--- src/rtl/uart_arb.sv ---
// Two-requester packet arbiter feeding the UART TX; packets are discarded when no host terminal is present.
// Grant latency 1 cycle, data pass-through 0 cycles; the owner stalls on uart_rdy_i, dropped packets never stall.
module uart_arb #(
  parameter int unsigned TIMEOUT = 1024
) (
  input  logic       clk_i,
  input  logic       rst_ni,
  input  logic       srst_i,
  input  logic       r0_val_i,
  input  logic [7:0] r0_data_i,
  input  logic       r0_last_i,
  output logic       r0_rdy_o,
  input  logic       r1_val_i,
  input  logic [7:0] r1_data_i,
  input  logic       r1_last_i,
  output logic       r1_rdy_o,
  output logic       uart_val_o,
  output logic [7:0] uart_data_o,
  input  logic       uart_rdy_i,
  input  logic       uart_avail_i,
  output logic [1:0] grant_o,
  output logic       timeout_o
);

  typedef enum logic [2:0] {IDLE, GNT0, GNT1, DROP0, DROP1} state_e;

  localparam logic [15:0] CNT_MAX = 16'(TIMEOUT - 1);

  state_e      state_q, state_d;
  logic        last_q, last_d;
  logic [15:0] cnt_q, cnt_d;

  logic       own;
  logic       fwd;
  logic       own_val;
  logic       own_last;
  logic [7:0] own_data;
  logic       own_rdy;
  logic       pick1;
  logic       acc;

  assign own      = (state_q == GNT1) || (state_q == DROP1);
  assign fwd      = (state_q == GNT0) || (state_q == GNT1);
  assign own_val  = own ? r1_val_i  : r0_val_i;
  assign own_last = own ? r1_last_i : r0_last_i;
  assign own_data = own ? r1_data_i : r0_data_i;
  // A dropping owner is always drained; a transmitting owner follows the UART.
  assign own_rdy  = fwd ? uart_rdy_i : 1'b1;
  assign acc      = (state_q != IDLE) && own_val && own_rdy;
  // On a tie, hand the grant to whoever did not own it last.
  assign pick1    = r1_val_i & (~r0_val_i | ~last_q);

  always_comb begin
    state_d     = state_q;
    last_d      = last_q;
    cnt_d       = cnt_q;
    r0_rdy_o    = 1'b0;
    r1_rdy_o    = 1'b0;
    uart_val_o  = 1'b0;
    uart_data_o = 8'h00;
    grant_o     = 2'b00;
    timeout_o   = 1'b0;

    if (state_q == IDLE) begin
      if (r0_val_i || r1_val_i) begin
        cnt_d = '0;
        if (uart_avail_i) state_d = pick1 ? GNT1 : GNT0;
        else              state_d = pick1 ? DROP1 : DROP0;
      end
    end else begin
      grant_o     = own ? 2'b10 : 2'b01;
      r0_rdy_o    = ~own & own_rdy;
      r1_rdy_o    = own & own_rdy;
      uart_val_o  = fwd & own_val;
      uart_data_o = (fwd && own_val) ? own_data : 8'h00;

      if (acc) begin
        cnt_d = '0;
        if (own_last) begin
          state_d = IDLE;
          last_d  = own;
        end
      end else if (!own_val) begin
        if (cnt_q == CNT_MAX) begin
          timeout_o = 1'b1;
          state_d   = IDLE;
          last_d    = own;
        end else begin
          cnt_d = cnt_q + 16'd1;
        end
      end

      // Host vanished mid-packet: keep draining the owner but stop transmitting.
      if (fwd && !uart_avail_i && state_d != IDLE) state_d = own ? DROP1 : DROP0;
    end

    if (srst_i) begin
      r0_rdy_o    = 1'b0;
      r1_rdy_o    = 1'b0;
      uart_val_o  = 1'b0;
      uart_data_o = 8'h00;
      grant_o     = 2'b00;
      timeout_o   = 1'b0;
    end
  end

  always_ff @(posedge clk_i or negedge rst_ni) begin
    if (!rst_ni) begin
      state_q <= IDLE;
      last_q  <= 1'b1;
      cnt_q   <= '0;
    end else if (srst_i) begin
      state_q <= IDLE;
      last_q  <= 1'b1;
      cnt_q   <= '0;
    end else begin
      state_q <= state_d;
      last_q  <= last_d;
      cnt_q   <= cnt_d;
    end
  end

endmodule

--- config.mk ---
export PLATFORM = sky130hd
export DESIGN_NAME = uart_arb
export DESIGN_NICKNAME = d
export VERILOG_FILES = /design/src/rtl/uart_arb.sv
export SDC_FILE = /design/constraint.sdc
export NUM_CORES = 1
export LEC_CHECK = 0
export CAP_MARGIN = 20
export CORE_MARGIN = 1
export CORE_UTILIZATION = 50
export CTS_CLUSTER_SIZE = 40
export DETAILED_ROUTE_END_ITERATION = 12
export GPL_TIMING_DRIVEN = 0
export PLACE_DENSITY = 0.91
export SYNTH_ARGS = -nofsm -noshare
export SYNTH_HDL_FRONTEND = slang
export SYNTH_SLANG_ARGS = --single-unit
--- constraint.sdc ---
create_clock -name clk_i -period 2.5 [get_ports clk_i]
set_input_delay 0.25 -clock clk_i [delete_from_list [all_inputs] [get_ports clk_i]]
set_output_delay 0.25 -clock clk_i [all_outputs]
set_load 0.005 [all_outputs]
==> out/qor.txt <==
Setup Skew: 9.13 ps
Finished Layout Cells: 297
GR Util All Layers: 27.7%
EDFF count, synth: 0
ys async rst share: 100%
clk buf depth: 2
commonest cells in the synthesized netlist: 23 x nor2_1, 20 x nand2_1, 19 x dfrtp_1, 14 x a21oi_1, 12 x mux2i_1
H-tree depth: 1
CP delay by family, top: simple AND/OR/NAND/NOR gates
Mapped Cells: 209
Critical Path Fanout Max: 2
status: finished, final reports clean
Synth top area share: 28.7%
slowest cell delay on critical path: 570 ps
number of library cell types mapped by synthesis: 54
FP Rows: 20
Worst Max-Slew Pin Slew: 883 ps
violation count after the first detailed-route iteration: 138
Leakage: 0.873 nW
dpl cells: 289
Die ar.: 3550 µm²
max_slew headroom: 41.0%
first-pass GRT wire length: 7430 µm
CTS buffer count: 3
number of global-route vias before repair: 1648
count leader, synth: nor2_1
Crit path required time: 2250 ps
hold buffer count at CTS: 0
Synth Warn #: 0
Main synth FF type: dfrtp_1
#FFs+latches synth: 20
Mapped Nets: 236
CTS tree: done
Crit path buffers/inverters: 1
DRC errors left: 0
drt first pass iters: 5
met3 usage: 3.93%
Routed Antenna Nets: 0
CTS root buf: clkbuf_4
sequential area share after synthesis: 30.3%
GPL Wtd Cong: 0.914
die width: 59.5 µm
worst-path cell chain: or4bb_4, nor4_4, nand2_1, nor3_1, dlygate4sd2_1
fmax: 0.420 GHz
average via count per standard cell: 6.16
RSZ-0062 raised after global routing: false
WS Path Type: reg -> out
wirelength, routed: 4650 µm
Initial Utilization: 53.3%
Final setup viols: 0
Die Y: 59.5 µm
mapped cell area: 1660 µm²
largest net degree at the start of global routing: 21
Synth area leaders: dfrtp_1 29%, mux2i_1 7.3%, nor2_1 5.2%, nand2_1 4.5%, a21oi_1 4.2%
DP Wirelength: 3400 µm
DR vias: 1830
P&R area growth vs syn: 34.0%
crit end category: primary output
drt wl/cell: 15.6 µm
initial antenna violation count: 0
fin. max-slew vios: 0
Hold Fails Final Rpt: 0
nets: 281
grt total ovfl: 0
CP max stage cell: or4bb_4
CTS sink cnt: 20
Max Cap Violations: 0
Mapped Avg Cell Area: 7.92 µm²
area leader, netlist: dfrtp_1
Clock Pin Slew Worst Setup and Hold Paths: 120 ps
ANT cells: 0
GR peak layer: met2
minimum clock period: 2380 ps
hold slack: 436 ps
VDD IR max: 0.515 mV
Worst EP arrival: 2130 ps
worst skew pair latency: 300 ps
Critical Path Source Type: flip-flop
M2 GR Usage: 51.8%
P per Cell Area: 602 nW/µm²
M1 GR Usage: 33.8%
IO Count: 39
post-route clock period utilization: 95.3%
Hold Crit Class: in -> async
I/O Buffers: 36
total core area: 3100 µm²
share of cells above drive strength 1: 16.2%
## repair_timing
item,in CTS,in global routing
buffers inserted,4,0
cloned,0,1
endpoints found under the setup margin,9,9
pin swaps,4,0
resized for setup,11,11
## metrics by stage
stage          utilization (%)  worst slack, ps  instance area, µm²  power [mW]  TNS (ps)
3_5_place_dp              66.7            -70.7                2070        1.01      -128
4_1_cts                   70.6             9.51                2190        1.31         0
3_3_place_gp              66.7            -41.1                2070       0.992     -67.2
2_1_floorplan                -              604                1660       0.813         0
6_report                  71.5              117                2220        1.33         0
5_1_grt                   71.5             15.2                2220        1.42         0
## power by group
part	internal, mW	switching, mW	leakage (nW)
sequential	0.350	0.0183	0.271
clock	0.162	0.101	0.0279
combinational	0.328	0.376	0.573
## per-layer routing
metal | routed length (µm) | part of all wire [%] | vias up
met4 | 38 | 0.82 | 0
met1 | 1820 | 39 | 864
met5 | 0 | 0 | -
met3 | 419 | 9.0 | 6
li1 | - | - | 868
met2 | 2370 | 51 | 92
## final cells by class
type,count,area [µm²]
Buffer,13,75.1
Clock buffer,3,22.5
Clock inverter,1,30.0
Fill cell,261,885
Inverter,10,37.5
Multi-Input combinational cell,166,1110
Sequential cell,20,503
Tap cell,44,55.1
Timing Repair Buffer,40,389
## layout by cell type (no fill, tap or decap), types with 3 or more instances in the layout
cell type / n
nand2b_1: 3
dfrtp_1: 18
clkbuf_1: 3
a31oi_1: 3
nand4_1: 4
clkbuf_4: 5
mux2i_1: 12
nor4_1: 4
o22ai_1: 5
nor3_1: 7
nand2_1: 20
or2_2: 3
inv_1: 10
nor2_1: 19
clkdlybuf4s50_1: 35
o21ai_0: 9
buf_4: 5
a21oi_1: 14
nor2_2: 4
buf_2: 6
nand3_1: 9
## kinds of logic after synthesis
family | after synthesis | synth area share [%]
AO/OA/AOI/OAI | 53 | 21.8
XOR/XNOR | 1 | 0.529
adder cells (fa/ha/maj) | 2 | 1.51
buffers and inverters | 24 | 6.20
flip-flops | 20 | 30.3
multiplexers | 12 | 7.26
AND/OR/NAND/NOR | 97 | 32.4
## final timing paths
check	start	endpoint	slack [ps]	cells past startpoint
max	cnt_q[12]	timeout_o	120	5
min	rst_ni	cnt_q[8]	440	1
max reg2reg	cnt_q[0]	cnt_q[14]	250	7
min reg2reg	cnt_q[0]	cnt_q[0]	510	1
max in group asynchronous	rst_ni	cnt_q[12]	1460	1
min in group clk_i	r1_val_i	state_q[0]	440	3
## flip-flops by register name, indices dropped and copies added (netlist names)
| signal | flops |
|---|---|
| cnt_q | 16 |
| state_q | 3 |
| last_q | 1 |
No activity file was read; power rests on OpenSTA's default activity.
